File: config.mk
export PLATFORM = sky130hd
export DESIGN_NAME = ieee_int2float
export DESIGN_NICKNAME = d
export VERILOG_FILES = /design/src/rtl/ieee_int2float.sv
export SDC_FILE = /design/constraint.sdc
export NUM_CORES = 1
export LEC_CHECK = 0
export ABC_AREA = 1
export ABC_CLOCK_PERIOD_IN_PS = 2950
export BUFFER_PORTS_ARGS = -buffer_cell sky130_fd_sc_hd__buf_2
export CAP_MARGIN = 30
export CORE_UTILIZATION = 45
export DETAILED_ROUTE_END_ITERATION = 16
export PLACE_DENSITY_LB_ADDON = 0.1
export SETUP_SLACK_MARGIN = 0.2
export SKIP_LAST_GASP = 1
export SLEW_MARGIN = 20
export SYNTH_ARGS = -nofsm -noshare
export SYNTH_HDL_FRONTEND = slang
export SYNTH_SLANG_ARGS = --single-unit
File: constraint.sdc
create_clock -name clk -period 2.95 [get_ports clk]
set_input_delay 0.59 -clock clk [delete_from_list [all_inputs] [get_ports clk]]
set_output_delay 0.59 -clock clk [all_outputs]
set_load 0.1 [all_outputs]
File: src/rtl/ieee_int2float.sv
// Sequential 32-bit integer to IEEE-754 single converter; accept edge to out_valid takes lz+3 edges (1 for zero).
// Holds the result and stays out of IDLE until out_ready is seen, so no new operand is taken while the output is stalled.
module ieee_int2float #(
    parameter int RND_EN = 1,
    parameter int BIAS   = 127
) (
    input  logic        clk,
    input  logic        rst,
    input  logic        opc,
    input  logic [31:0] A,
    input  logic        in_valid,
    output logic        in_ready,
    output logic [31:0] out,
    output logic        out_valid,
    input  logic        out_ready
);

    localparam logic [1:0] S_IDLE  = 2'd0;
    localparam logic [1:0] S_NORM  = 2'd1;
    localparam logic [1:0] S_ROUND = 2'd2;
    localparam logic [1:0] S_DONE  = 2'd3;

    localparam logic [7:0] EXP_TOP = 8'(BIAS + 31);

    logic [1:0]  state;
    logic [31:0] mag;
    logic [7:0]  expo;
    logic        sign;

    logic [22:0] m;
    logic        g;
    logic        s_bit;
    logic        rnd_up;
    logic [23:0] m_inc;

    // Guard is the first discarded bit, sticky ORs the remaining seven.
    always_comb begin
        m      = mag[30:8];
        g      = mag[7];
        s_bit  = |mag[6:0];
        rnd_up = (RND_EN != 0) && g && (s_bit || m[0]);
        m_inc  = {1'b0, m} + 24'd1;
    end

    always_ff @(posedge clk or posedge rst) begin
        if (rst) begin
            state <= S_IDLE;
            mag   <= '0;
            expo  <= '0;
            sign  <= 1'b0;
            out   <= '0;
        end else begin
            case (state)
                S_IDLE: begin
                    if (in_valid) begin
                        if (A == 32'd0) begin
                            out   <= '0;
                            state <= S_DONE;
                        end else begin
                            sign  <= ~opc & A[31];
                            mag   <= (~opc & A[31]) ? (~A + 32'd1) : A;
                            expo  <= EXP_TOP;
                            state <= S_NORM;
                        end
                    end
                end
                S_NORM: begin
                    if (mag[31]) begin
                        state <= S_ROUND;
                    end else begin
                        mag  <= mag << 1;
                        expo <= expo - 8'd1;
                    end
                end
                S_ROUND: begin
                    // A carry out of the mantissa leaves it zero and bumps the exponent.
                    if (rnd_up)
                        out <= {sign, expo + {7'd0, m_inc[23]}, m_inc[22:0]};
                    else
                        out <= {sign, expo, m};
                    state <= S_DONE;
                end
                S_DONE: begin
                    if (out_ready)
                        state <= S_IDLE;
                end
                default: state <= S_IDLE;
            endcase
        end
    end

    assign in_ready  = (state == S_IDLE);
    assign out_valid = (state == S_DONE);

endmodule

==> results_dict.tcl <==
set metrics [dict create \
    grt_usage 0.255 \
    core_area_sq_um 11700 \
    ys_seq_area_frac 0.342 \
    ant_nets 0 \
    p_leak_nw 3.20 \
    path_clk_slew_ps 60 \
    num_vias 5570 \
    arrival_ps 2780 \
    grt_first_pass_wirelength_mm 25.6 \
    async_flop_share 1.00 \
    final_layout_size_suffix_gt1_frac 0.131 \
    hold_path.class "in2async" \
    syn_area_sq_um 5480 \
    io_buffers 70 \
    seq_power_share 0.271 \
    routed_wl_mm 15.1 \
    dieHeight_um 112 \
    startpoint_type "flop" \
    ios 71 \
    finalHoldViolations 0 \
    crit_fanout 7 \
    maxSlewHeadroom 0.555 \
    synth_edf_count 0 \
    fin_crit_ps 2500 \
    hpwl_mm 11.6 \
    ys_warn_count 0 \
    comb_power_share 0.566 \
    fin_crit_sh 0.848 \
    clockPowerShare 0.163 \
    p_switching_mw 4.01 \
    status "finished, final reports clean" \
    start_util 0.470 \
    pre_cts_slack_ps 357 \
    clockBufferDepth 2 \
    clock_sinks 75 \
    die_area_sq_um 12600 \
    stdcell_count 1087 \
    final_common_cell "nand2_1" \
    rsz0062_at_grt "no" \
    cp-end-kind "flop" \
    antenna_found_initial 0 \
    sw_frac_of_total 0.556 \
    ys.flop_type "dfrtp_1" \
    vdd_drop_max_v 0.000389 \
    area_growth_pct 14.2 \
    synth.distinct_cells 39 \
    drv_slew 0 \
    place_inst 1071 \
    syn_area_per_cell_sq_um 6.24 \
    cts_hold_buffers 0 \
    h-tree-depth 3 \
    cts_buffers 9 \
    skew_ps 8.06 \
    ys_ff_latch 75 \
    grt_overflow 0 \
    mostFrequentLayoutCells "nand2_1 (389), nor2_1 (96), dfrtp_1 (75)" \
    viasPerCell 5.12 \
    finalSetupViolations 0 \
    grt_pass1_vias 5250 \
    fill_cells 1201 \
    drc 0 \
    wire_per_inst_um 13.9 \
    syn_nets 924 \
    rr_worst_depth 15 \
    drtIter0Drc 447 \
    p_int_mw 3.20 \
    tritoncts "yes" \
    cap_viol_max_count 0 \
    netlist_instances 878 \
    worstMarginPinSlew_ps 666 \
    grt_max_degree 48 \
    die_x_um 112 \
    nets 985 \
    rows 39 \
    cellPowerDensity_nw_per_um2 1150 \
    firstDrtPassIters 6 \
    finalSetupTns_ps 0 \
    worst_ep_required_time_ps 3220 \
    critPathKind "reg2reg" \
    place_congestion 0.875 \
    insertion_delay_ps 340 \
    cts-root-buf "clkbuf_16" \
    antennaDiodeCount 0 \
    worst_slack_ps 448 \
    max_freq_mhz 400 \
]
-- per-layer routing --
layer	routed length, um	vias up	GRT usage
met2	6690	149	0.410
met5	0	-	0
li1	-	2896	-
met4	303	0	0.0916
met1	7480	2506	0.356
met3	649	19	0.0265
-- synthesized netlist by cell type (6+ instances only) --
library cell | count | area share
o21ai_0 | 47 | 0.043
dfrtp_1 | 75 | 0.34
nand4_1 | 8 | 0.0091
inv_1 | 58 | 0.040
nor3_1 | 8 | 0.0073
xnor2_1 | 9 | 0.014
nand2_1 | 389 | 0.27
a21oi_1 | 15 | 0.014
nor2_2 | 6 | 0.0068
buf_2 | 15 | 0.014
ha_1 | 9 | 0.021
o21ai_1 | 17 | 0.016
xor2_1 | 10 | 0.016
nand3_1 | 68 | 0.062
nor2_1 | 97 | 0.066
-- registers in the layout, indices dropped and copies added, names as in the netlist --
| register | flops |
|---|---|
| expo | 8 |
| mag | 32 |
| out | 32 |
| sign | 1 |
| state | 2 |
-- stage by stage --
stage          power, mW   util  cell area (sq um)  hold slack [ps]
2_1_floorplan       5.27      -               5480              442
3_3_place_gp        5.97  0.509               5940              459
3_5_place_dp        6.04  0.509               5940              463
4_1_cts             7.23  0.536               6250              369
5_1_grt             7.77  0.537               6260              409
6_report            7.21  0.537               6260              352
-- final cells by class --
type                       instances  area [sq um]  area share
sequential                        75          1880       0.300
timing repair buffer              81           458      0.0731
clock inverter                     6          88.8      0.0142
multi-input combinational        707          3180       0.508
clock buffer                      10           229      0.0366
inverter                          65           248      0.0396
tap                              143           179      0.0286
-- power groups by stage --
stage                     clock network (mW)  registers, mW  logic, mW
after CTS                               1.20           1.95       4.09
after detailed placement                   0           1.97       4.07
after global placement                     0           1.95       4.02
final                                   1.18           1.96       4.08
after global routing                    1.25           2.02       4.50
after floorplan                            0           2.94       2.33
-- worst max-delay path, stage by stage, from the launching register on --
cell	delay (ps)
dfrtp_1	500
nand2_1	190
nor3_1	220
nand4_1	140
nor4_2	240
buf_4	180
ha_1	130
nand2_1	70
inv_1	100
nand2_1	70
nor2_1	190
xor2_1	160
nand2_1	60
nand2_1	70
nand2_1	50
nand2_1	60
-- cell families after synthesis --
| kind of cell | count (synthesis) | share of synthesized area |
|---|---|---|
| simple gates | 587 | 0.437 |
| buf+inv | 96 | 0.0790 |
| compound gates | 92 | 0.0906 |
| flops | 75 | 0.342 |
| xor+xnor | 19 | 0.0304 |
| fa+ha+maj | 9 | 0.0205 |
-- path summary, 6_finish.rpt --
check,start,slack [ps],end
min reg2reg,out[22],480,out[22]
min in group clk,out[22],480,out[22]
min,rst,350,out[15]
max,mag[12],450,out[30]
max in group asynchronous,rst,1920,expo[2]
max reg2reg,mag[12],450,out[30]
-- timing repair --
action,in CTS,in global routing
hold endpoints to repair,0,0
buffers inserted,0,0
gates resized for setup,0,1
setup endpoints to repair,0,1
Note: power is estimated with default switching activity, not from simulation.
